$ cat src/rtl/apu_pkg.sv
// rtl/apu_pkg.sv - shared APU widths, NRx2/NRx3 field positions and the noise divisor table
package apu_pkg;

    localparam int LFSR_W  = 15;
    localparam int VOL_W   = 4;
    localparam int TIMER_W = 20;

    localparam int NRX2_VOL_HI = 7;
    localparam int NRX2_VOL_LO = 4;
    localparam int NRX2_DIR    = 3;
    localparam int NRX2_PER_HI = 2;
    localparam int NRX2_PER_LO = 0;

    localparam int NRX3_SHIFT_HI = 7;
    localparam int NRX3_SHIFT_LO = 4;
    localparam int NRX3_WIDTH    = 3;
    localparam int NRX3_DIV_HI   = 2;
    localparam int NRX3_DIV_LO   = 0;

    localparam logic [7:0][6:0] DIVISOR_LUT = {
        7'd112, 7'd96, 7'd80, 7'd64, 7'd48, 7'd32, 7'd16, 7'd8
    };

    // Shift codes 14/15 overflow here; callers must not clock the timer for them.
    function automatic logic [TIMER_W-1:0] noise_period(input logic [7:0] nrx3);
        logic [TIMER_W-1:0] w_base;
        w_base = {{(TIMER_W-7){1'b0}}, DIVISOR_LUT[nrx3[NRX3_DIV_HI:NRX3_DIV_LO]]};
        return w_base << nrx3[NRX3_SHIFT_HI:NRX3_SHIFT_LO];
    endfunction

endpackage

$ cat src/rtl/volume_envelope.sv
// rtl/volume_envelope.sv - NRx2 volume envelope shared by the square and noise channels
module volume_envelope
    import apu_pkg::*;
(
    input  logic             i_clock,
    input  logic             i_reset,
    input  logic             i_tick_64,
    input  logic             i_enable,
    input  logic             i_trigger,
    input  logic [7:0]       i_nrx2,
    output logic [VOL_W-1:0] o_volume
);

    localparam logic [VOL_W-1:0] VOL_ONE = 1;
    localparam logic [VOL_W-1:0] VOL_MAX = '1;

    logic [VOL_W-1:0] r_volume;
    logic [2:0]       r_env_timer;
    logic [2:0]       r_period;
    logic             r_dir;

    // Period and direction are latched so NRx2 writes only matter at the next trigger.
    always_ff @(posedge i_clock) begin
        if (i_reset) begin
            r_volume    <= '0;
            r_env_timer <= '0;
            r_period    <= '0;
            r_dir       <= 1'b0;
        end else if (i_trigger) begin
            r_volume    <= i_nrx2[NRX2_VOL_HI:NRX2_VOL_LO];
            r_env_timer <= i_nrx2[NRX2_PER_HI:NRX2_PER_LO];
            r_period    <= i_nrx2[NRX2_PER_HI:NRX2_PER_LO];
            r_dir       <= i_nrx2[NRX2_DIR];
        end else if (i_tick_64 && i_enable && r_period != 3'd0) begin
            if (r_env_timer > 3'd1) begin
                r_env_timer <= r_env_timer - 3'd1;
            end else begin
                r_env_timer <= r_period;
                if (r_dir && r_volume != VOL_MAX) begin
                    r_volume <= r_volume + VOL_ONE;
                end else if (!r_dir && r_volume != '0) begin
                    r_volume <= r_volume - VOL_ONE;
                end
            end
        end
    end

    assign o_volume = r_volume;

endmodule

$ cat src/rtl/noise_generator.sv
// rtl/noise_generator.sv - channel 4 noise source: LFSR, NR43 rate timer, trigger and DAC gating
module noise_generator
    import apu_pkg::*;
#(
    parameter logic [LFSR_W-1:0] LFSR_SEED = 15'h7FFF
) (
    input  logic       clock,
    input  logic       reset,
    input  logic       tick_64,
    input  logic [7:0] NR42,
    input  logic [7:0] NR43,
    input  logic [7:0] NR44,
    output logic [3:0] sample,
    output logic       active
);

    localparam logic [TIMER_W-1:0] TIMER_ONE = 1;

    logic [LFSR_W-1:0]  r_lfsr;
    logic [TIMER_W-1:0] r_timer;
    logic               r_trig_prev;
    logic               r_active;

    logic               w_trigger;
    logic               w_dac_on;
    logic               w_clocked;
    logic               w_x;
    logic [TIMER_W-1:0] w_period;
    logic [LFSR_W-1:0]  w_lfsr_next;
    logic [VOL_W-1:0]   w_volume;
    logic               w_nr44_unused;

    assign w_nr44_unused = ^NR44[6:0];

    assign w_trigger = NR44[7] & ~r_trig_prev;
    assign w_dac_on  = |NR42[NRX2_VOL_HI:NRX2_DIR];
    assign w_clocked = NR43[NRX3_SHIFT_HI:NRX3_SHIFT_LO] < 4'd14;
    assign w_period  = noise_period(NR43);
    assign w_x       = r_lfsr[0] ^ r_lfsr[1];

    always_comb begin
        w_lfsr_next = {w_x, r_lfsr[LFSR_W-1:1]};
        if (NR43[NRX3_WIDTH]) begin
            w_lfsr_next[6] = w_x;
        end
    end

    // Trigger outranks timer expiry; the timer reload samples NR43 live.
    always_ff @(posedge clock) begin
        if (reset) begin
            r_trig_prev <= 1'b0;
            r_lfsr      <= LFSR_SEED;
            r_timer     <= '0;
            r_active    <= 1'b0;
        end else begin
            r_trig_prev <= NR44[7];
            if (!w_dac_on) begin
                r_active <= 1'b0;
            end else if (w_trigger) begin
                r_active <= 1'b1;
            end
            if (w_trigger) begin
                r_lfsr  <= LFSR_SEED;
                r_timer <= w_period;
            end else if (r_active && w_clocked) begin
                if (r_timer == TIMER_ONE) begin
                    r_lfsr  <= w_lfsr_next;
                    r_timer <= w_period;
                end else begin
                    r_timer <= r_timer - TIMER_ONE;
                end
            end
        end
    end

    volume_envelope u_envelope (
        .i_clock   (clock),
        .i_reset   (reset),
        .i_tick_64 (tick_64),
        .i_enable  (r_active),
        .i_trigger (w_trigger),
        .i_nrx2    (NR42),
        .o_volume  (w_volume)
    );

    assign active = r_active;
    assign sample = (r_active && !r_lfsr[0]) ? w_volume : 4'd0;

endmodule

$ cat config.mk
export PLATFORM = sky130hd
export DESIGN_NAME = noise_generator
export DESIGN_NICKNAME = d
export VERILOG_FILES = /design/src/rtl/apu_pkg.sv /design/src/rtl/volume_envelope.sv /design/src/rtl/noise_generator.sv
export SDC_FILE = /design/constraint.sdc
export NUM_CORES = 1
export LEC_CHECK = 0
export ABC_AREA = 1
export BUFFER_PORTS_ARGS = -buffer_cell sky130_fd_sc_hd__buf_4
export CORE_MARGIN = 1.5
export CORE_UTILIZATION = 50
export DETAILED_ROUTE_END_ITERATION = 8
export PLACE_DENSITY = 0.69
export SLEW_MARGIN = 30
export SYNTH_ARGS = -nofsm -noshare
export SYNTH_HDL_FRONTEND = slang
export SYNTH_HIERARCHICAL = 1
export SYNTH_SLANG_ARGS = --single-unit
$ cat constraint.sdc
create_clock -name clock -period 3.67 [get_ports clock]
set_clock_uncertainty 0.2 [all_clocks]
set_input_delay 0.1835 -clock clock [delete_from_list [all_inputs] [get_ports clock]]
set_output_delay 0.1835 -clock clock [all_outputs]
set_load 0.03 [all_outputs]
==> results by group, run 1 <==
Layout
  • Post-layout util: 0.5939
  • Fin cells: 581
  • Post-route cell area: 3537 µm²
  • Ant. Diodes: 0
  • Fin nets: 539
  • Layout cells sized above 1: 0.1265
  • Commonest cells after routing, fill and taps aside: 106 x nand2_1, 57 x nor2_1, 53 x inv_1, 48 x dfxtp_1, 38 x nand3_1
  • Area grow syn2layout: 13.90%
  • Commonest non-fill, non-tap cell in the layout: nand2_1

Clock tree
  • Clock Tree Root: clkbuf_8
  • Post_cts resized: 0
  • Worst skew pair latency: 300 ps
  • CTS Buf Count: 5
  • Clk pin slew, worst setup/hold paths: 90 ps
  • CTS max path bufs: 2
  • TritonCTS clock tree: built
  • Sink Count: 48
  • H-tree depth: 2

Power and ir drop
  • Sw frac: 0.3443
  • Final Power: 1430 µW
  • Worst vdd ir: 0.0001903 V
  • Clock Power Share: 0.287
  • P_leak: 0.001614 µW
  • Flop pwr share: 0.422
  • Combinational share of power: 0.291
  • Internal power: 937.5 µW
  • Sw power: 492.4 µW
  • PwrDens: 404.2 nW/µm²

Setup path
  • WP data required: 3670 ps
  • Crit. Startpoint: NR44[7]
  • Worst setup SP type: primary input
  • Worst Path Max Fanout: 33
  • Worst Setup End Kind: flop
  • FF-to-FF Start: r_trig_prev
  • Crit Path Class: in2reg
  • CP Data Arrival Time: 2640 ps

Floorplanning
  • Number of cell rows: 28
  • Chip Height: 81.81 µm
  • Die Width: 81.81 µm
  • Core Region: 5956 µm²
  • Initial Util: 0.5214
  • # IOs: 32
  • Die ar.: 6693 µm²

Synthesis
  • Post-Syn Instances: 475
  • Sequential share of the synthesized area: 0.3094
  • Post-synth cell types: 42
  • Mapped Nets: 509
  • Adder-Cell Fraction of Synth Area: 0.03062
  • Flops & latches, synth: 48
  • Synth Area in Compound Gates: 0.1761
  • Area share of and/or/nand/nor cells after synthesis: 0.3497
  • Syn avg cell area: 6.538 µm²
  • Largest family of logic cells by synthesized area: simple AND/OR/NAND/NOR gates
  • XOR/XNOR share of the synthesized area: 0.02820
  • Multiplexer share of the synthesized area: 0
  • Synth Cell Area: 3105 µm²
  • Yosys warns: 6

Global route
  • Largest net degree at the start of global routing: 34
  • Global route overflow: 0
  • First-pass GRT wire length: 12450 µm
  • Total GRT Usage: 0.2421
  • Antenna violations before repair: 0
  • Vias in the first global route: 2703

Timing
  • Worst rel slew slack: 0.5632
  • RSZ-0062 raised after global routing: no
  • Final Hold Vio Count: 0
  • Slew Viols, Final: 0
  • Worst Tran Pin Value: 652.8 ps
  • Finish-stage setup viols: 0
  • Fin Setup TNS: 0 ps
  • Highest clock rate: 378.7 MHz
  • Final Cycle Share: 0.7195
  • Tmin final: 2641 ps

Routing
  • 1st-pass router iterations: 5
  • Vias per Instance: 5.207
  • Routed wire length: 7385 µm
  • DRC: 0
  • Via count: 3025
  • ANT nets after route: 0
  • Starting DRT DRC Count: 165
  • WL/cell: 12.71 µm

Placed design
  • Placed insts: 560
  • DP Area: 3286 µm²
  • DPL Wire Length: 5186 µm
  • Input/output buffers: 24
  • GP Congestion: 0.8767

Run
  • Max cap viols: 0

Status
  • Status: finished clean

Hold path
  • Min-delay src: NR43[6]
  • Worst min-delay path category: in2reg
[synthesized netlist by cell type, drive strengths merged]
master | count | area [µm²]
nand2 | 116 | 465.4
nor2 | 68 | 316.6
inv | 59 | 231.5
o21ai | 50 | 265.3
dfxtp | 48 | 960.9
nand3 | 39 | 207.7
a21oi | 31 | 166.4
buf | 10 | 78.82
o211ai | 9 | 67.56
nand4 | 7 | 43.79
ha | 6 | 75.07
xnor2 | 6 | 52.55
clkbuf | 4 | 15.01
nor3 | 4 | 20.02
xor2 | 4 | 35.03
a31oi | 3 | 18.77
a211oi | 1 | 7.510
a21boi | 1 | 7.510
and2 | 1 | 6.260
and3 | 1 | 6.260
clkinv | 1 | 3.750
fa | 1 | 20.02
nand3b | 1 | 7.510
nor4 | 1 | 6.260
o21a | 1 | 7.510
o22ai | 1 | 6.260
or2 | 1 | 6.260
[sequential cells by signal (all words and copies together), names as in the netlist]
register	cells
r_timer	20
r_lfsr	15
u_envelope/o_volume	4
u_envelope/r_env_timer	3
u_envelope/r_period	3
active	1
r_trig_prev	1
u_envelope/r_dir	1
[power groups by stage]
stage | Combinational, µW | Clock, µW | Sequential (µW)
finish | 417 | 410 | 603
floorplan | 321 | 0 | 604
global route | 479 | 437 | 611
global placement | 391 | 0 | 614
CTS | 415 | 420 | 603
detailed placement | 400 | 0 | 614
[per-stage QoR]
stage	worst slack, ps	hold WS [ps]
finish	1029	53.93
CTS	1038	33.27
floorplan	1794	52.57
detailed placement	1252	226.7
global route	786.3	73.17
global placement	1304	215.0
[logic make-up (layout without fill, tap and decap cells)]
kind of cell | Yosys count | after routing
flip-flops | 48 | 48
AND/OR/NAND/NOR | 239 | 239
AO/OA/AOI/OAI | 97 | 97
XOR/XNOR | 10 | 10
buffers and inverters | 74 | 105
adder cells (fa/ha/maj) | 7 | 7
[worst max-delay path: stages]
cell and delay (ps):
dlygate4sd3_1 550, buf_4 110, inv_1 40, nor2_2 490, inv_1 200, nand2_2 460, inv_2 180, o21ai_0 180
o21ai_0 100, nand2_1 60, a21oi_1 60
[timing repair]
action / CTS / global route
buffers inserted: 0 / 0
hold endpoints to repair: 14 / 0
hold buffers: 13 / 0
[metal layers]
metal / part of all wire / track usage
met1: 0.49 / 0.3345
met2: 0.45 / 0.3885
met3: 0.046 / 0.04444
met4: 0.012 / 0.05932
met5: 0 / 0
[area by class of cell]
class,instances,area [µm²]
clock buffer,6,82.58
multi-input combinational,353,1815
clock inverter,2,38.79
sequential,48,960.9
inverter,60,235.2
tap,75,93.84
fill,575,2419
timing repair buffer,37,310.3
[path summary, 6_finish.rpt]
| path | endpoint | slack [ps] | cells past startpoint |
|---|---|---|---|
| setup / recovery | r_timer[3] | 1030 | 11 |
| hold / removal | r_timer[3] | 50 | 4 |
| setup reg to reg | r_timer[3] | 1270 | 8 |
| hold reg to reg | r_lfsr[12] | 270 | 2 |
Note: power is estimated with default switching activity, not from simulation.
==> inputs of run 2 (changes only) <==
clock period = 2.5 ns   (was 3.67 ns; I/O delays follow)
==> results by group, run 2 (same netlist as run 1, synthesis figures left out) <==
Timing
  • Worst rel slew slack: 0.6379
  • RSZ-0062 raised after global routing: no
  • Final Cycle Share: 0.8479
  • Fin Setup TNS: 0 ps
  • Final Hold Vio Count: 0
  • Worst Tran Pin Value: 542.6 ps
  • Finish-stage setup viols: 0
  • Tmin final: 2120 ps
  • Highest clock rate: 471.7 MHz
  • Slew Viols, Final: 0

Hold path
  • Hold EP: r_timer[9]
  • Min-delay src: NR43[5]
  • Worst min-delay path category: in2reg
  • WHS Path Cells: 5

Clock tree
  • Sink Count: 48
  • Clk pin slew, worst setup/hold paths: 100 ps
  • CTS Hold Bufs: 18
  • Worst skew pair latency: 310 ps
  • CTS Buf Count: 5
  • Post_cts resized: 0
  • H-tree depth: 2
  • Post-CTS Setup Bufs: 0
  • TritonCTS clock tree: built
  • Clock Tree Root: clkbuf_8
  • CTS max path bufs: 2

Global route
  • Vias in the first global route: 2853
  • Global route overflow: 0
  • Total GRT Usage: 0.2436
  • Largest net degree at the start of global routing: 23
  • Antenna violations before repair: 0
  • First-pass GRT wire length: 12700 µm

Setup path
  • WP data required: 2560 ps
  • Worst setup SP type: primary input
  • R2R setup slack: 440 ps
  • Crit Path Class: in2reg
  • FF-to-FF Start: u_envelope/o_volume[3]
  • CP Data Arrival Time: 2180 ps
  • Register-to-Register Path Depth: 11
  • Worst flop-to-flop path endpoint: u_envelope/o_volume[3]
  • Worst Setup End Kind: flop
  • Worst Path Max Fanout: 17

Power and ir drop
  • Worst vdd ir: 0.0003522 V
  • P_leak: 0.001664 µW
  • Final Power: 2122 µW
  • PwrDens: 584.0 nW/µm²

Layout
  • Fin nets: 551
  • Post-layout util: 0.6101
  • Commonest non-fill, non-tap cell in the layout: nand2_1
  • Ant. Diodes: 0
  • Flip-flop count of the largest register after layout: 20
  • Largest register by flop count: r_timer
  • Layout cells sized above 1: 0.1371
  • Commonest cells after routing, fill and taps aside: 106 x nand2_1, 57 x nor2_1, 53 x inv_1, 48 x dfxtp_1, 38 x nand3_1
  • Area grow syn2layout: 17.00%

Routing
  • DRC: 0
  • Vias per Instance: 5.250
  • Via count: 3113
  • Starting DRT DRC Count: 243
  • Routed wire length: 7588 µm
  • WL/cell: 12.80 µm
  • ANT nets after route: 0
  • 1st-pass router iterations: 5

Status
  • Status: finished clean

Floorplanning
  • Chip Height: 81.81 µm
  • Die ar.: 6693 µm²
  • Core Region: 5956 µm²
  • # IOs: 32
  • Die Width: 81.81 µm
  • Initial Util: 0.5214
  • Number of cell rows: 28

Placed design
  • Input/output buffers: 24
  • DPL Wire Length: 5335 µm
  • GP Congestion: 0.8655

Run
  • Max cap viols: 0
==> run 2: cell type report <==
type | count | area (µm²)
fill | 598 | 2322
multi-input combinational | 353 | 1815
sequential | 48 | 960.9
timing repair buffer | 49 | 412.9
inverter | 60 | 235.2
tap | 75 | 93.84
clock buffer | 5 | 68.82
clock inverter | 3 | 46.29
==> run 2: metal layers <==
metal | GRT usage | up-vias | part of all wire
li1 | - | 1627 | -
met1 | 0.3358 | 1409 | 0.50
met2 | 0.3861 | 64 | 0.45
met3 | 0.04111 | 13 | 0.042
met4 | 0.07627 | 0 | 0.014
met5 | 0 | - | 0
==> run 2: power breakdown <==
group	switching, µW	internal (µW)	leakage, µW
Combinational	394	246	0.00122
Clock	299	302	0.0000548
Sequential	63.5	818	0.000394
==> run 2: stage by stage <==
step	hold WS, ps	std cells	area [µm²]	setup WS, ps
6_report	58.02	593	3633	380.2
5_1_grt	82.08	593	3633	225.2
4_1_cts	51.54	593	3633	372.8
3_5_place_dp	158.6	567	3338	477.1
3_3_place_gp	152.8	567	3338	520.7
2_1_floorplan	-5.934	475	3105	624.3
==> run 2: how the worst max path moves through the flow <==
stage,start,endpoint,depth (start not counted)
final,reset,active,6
after global routing,u_envelope/o_volume[3],u_envelope/o_volume[3],11
after CTS,reset,active,6
after detailed placement,u_envelope/o_volume[3],u_envelope/o_volume[3],11
after global placement,u_envelope/o_volume[3],u_envelope/o_volume[3],11
after floorplan,u_envelope/o_volume[0],u_envelope/o_volume[3],11
==> run 2: worst max-delay path, cell delays in order <==
cell           delay, ps
dlygate4sd3_1        530
buf_4                190
inv_1                420
o21ai_0              200
a21oi_1              140
dlygate4sd3_1        560
==> inputs of run 3 (changes only) <==
PLACE_DENSITY = 0.72   (was 0.69)
clock period = 1.8 ns   (was 2.5 ns; I/O delays follow)
==> results by group, run 3 (same netlist as run 1, synthesis figures left out) <==
Layout
  • Layout cells sized above 1: 0.2677
  • Register Area: 968.4 µm²
  • Commonest non-fill, non-tap cell in the layout: nand2_1
  • Area grow syn2layout: 30.42%
  • Commonest cells after routing, fill and taps aside: 94 x nand2_1, 52 x nor2_1, 50 x inv_1, 49 x buf_4, 42 x dfxtp_1
  • Fill cells: 509
  • Fin nets: 571
  • Fin cells: 613
  • Flip-flop count of the largest register after layout: 20
  • Area of the multi-input gates: 2034 µm²
  • Largest register by flop count: r_timer
  • Ant. Diodes: 0

Power and ir drop
  • PwrDens: 787.1 nW/µm²
  • Clock Power Share: 0.255
  • Combinational share of power: 0.365
  • P_leak: 0.001817 µW
  • Internal power: 2028 µW
  • Flop pwr share: 0.380
  • Sw frac: 0.3639
  • Worst vdd ir: 0.0005132 V
  • Sw power: 1160 µW

Status
  • Violated checks: negative setup slack
  • Status: complete, but fails checks

Hold path
  • Worst min-delay path category: in2reg
  • WHS Path Cells: 4

Routing
  • Routed wire length: 8363 µm
  • 1st-pass router iterations: 6
  • Via count: 3366
  • DRC: 0
  • Starting DRT DRC Count: 272
  • Vias per Instance: 5.491
  • ANT nets after route: 0
  • WL/cell: 13.64 µm

Timing
  • Worst Tran Pin Value: 532.4 ps
  • Slew Viols, Final: 0
  • Finish-stage setup viols: 26
  • Final Cycle Share: 1.035
  • Setup ws final: -63.51 ps
  • Worst rel slew slack: 0.6447
  • Final Hold Vio Count: 0
  • Highest clock rate: 536.6 MHz
  • Hold Slack: 1.071 ps
  • Tmin final: 1864 ps
  • RSZ-0062 raised after global routing: yes

Clock tree
  • Sink Count: 48
  • H-tree depth: 2
  • TritonCTS clock tree: built
  • Worst skew pair latency: 300 ps
  • Clk pin slew, worst setup/hold paths: 100 ps
  • Clock Tree Root: clkbuf_8
  • CTS max path bufs: 2
  • CTS Buf Count: 5

Placed design
  • Pre-CTS setup slack: -36.81 ps
  • Input/output buffers: 24
  • Placed insts: 582
  • GP Congestion: 0.9141
  • DPL Wire Length: 5664 µm

Setup path
  • Worst Path Max Fanout: 6
  • Register-to-Register Path Depth: 10
  • Worst Setup End Kind: flop
  • WP data required: 1800 ps
  • Crit Path Class: reg2reg
  • CP Data Arrival Time: 1860 ps
  • Worst setup SP type: flop

Global route
  • Antenna violations before repair: 0
  • Total GRT Usage: 0.2429
  • Global route overflow: 0
  • Largest net degree at the start of global routing: 18
  • First-pass GRT wire length: 12700 µm
  • Vias in the first global route: 2905

Floorplanning
  • Core Region: 5956 µm²
  • Initial Util: 0.5214
  • Die ar.: 6693 µm²
  • Chip Height: 81.81 µm
  • Number of cell rows: 28
  • # IOs: 32
  • Die Width: 81.81 µm

Run
  • Max cap viols: 0
-- run 3: changes by cell type in the layout (fill, tap and decap cells not counted), moves of 8 or more --
cell	delta
nand2_1	-12
a21oi_1	-9
buf_4	+18
o21ai_0	-9
nand2_2	+8
a21oi_2	+9
-- run 3: timing repair --
item / 4_1_cts / 5_1_grt
buffers inserted: 2 / 6
gates cloned: 0 / 0
setup endpoints to repair: 6 / 36
pin swaps: 1 / 26
hold endpoints to repair: 21 / 0
resized for setup: 4 / 72
hold buffers: 15 / 0
-- run 3: through the flow --
| stage | instance area [µm²] | total power, µW | utilization | setup TNS [ps] |
|---|---|---|---|---|
| global placement | 3467 | 2135 | 0.5821 | 0 |
| floorplan | 3109 | 1887 | - | 0 |
| finish | 4050 | 3188 | 0.6800 | -918.7 |
| detailed placement | 3467 | 2159 | 0.5821 | -40.65 |
| CTS | 3770 | 3009 | 0.6330 | 0 |
| global route | 4050 | 3370 | 0.6800 | -4038 |
-- run 3: final timing paths --
path                                  from     endpoint  slack [ps]
worst max-delay path            r_timer[3]  r_timer[16]         -60
worst min-delay path               NR43[7]   r_timer[4]           1
worst max register to register  r_timer[3]  r_timer[16]         -60
worst min register to register   r_lfsr[8]    r_lfsr[8]         270
-- run 3: power groups by stage --
stage / combinational, µW / clock [µW] / sequential (µW)
finish: 1160 / 813 / 1210
global route: 1280 / 868 / 1220
CTS: 975 / 828 / 1210
detailed placement: 931 / 0 / 1230
global placement: 909 / 0 / 1230
floorplan: 655 / 0 / 1230
-- run 3: final cells by class --
class / count / area share
Timing Repair Buffer: 69 / 0.1470
Sequential cell: 48 / 0.2391
Clock buffer: 5 / 0.01699
Clock inverter: 3 / 0.01143
Tap cell: 75 / 0.02317
Multi-Input combinational cell: 353 / 0.5023
Inverter: 60 / 0.05993
-- run 3: worst max-delay path, cell delays in order (launching register included) --
cell	delay (ps)
dfxtp_1	360
nor2_1	240
nand2_1	120
nor2_2	140
nand3_4	120
nand2_8	140
buf_12	130
buf_12	110
o21ai_1	70
nand2_1	90
a21oi_1	60
-- run 3: layer usage --
layer	GRT usage	vias to the layer above	routed length [µm]	part of all wire
met5	0	-	0	0
met4	0.05254	0	121	0.014
met3	0.04222	15	457	0.055
met2	0.4066	111	4138	0.49
met1	0.3259	1565	3645	0.44
li1	-	1675	-	-
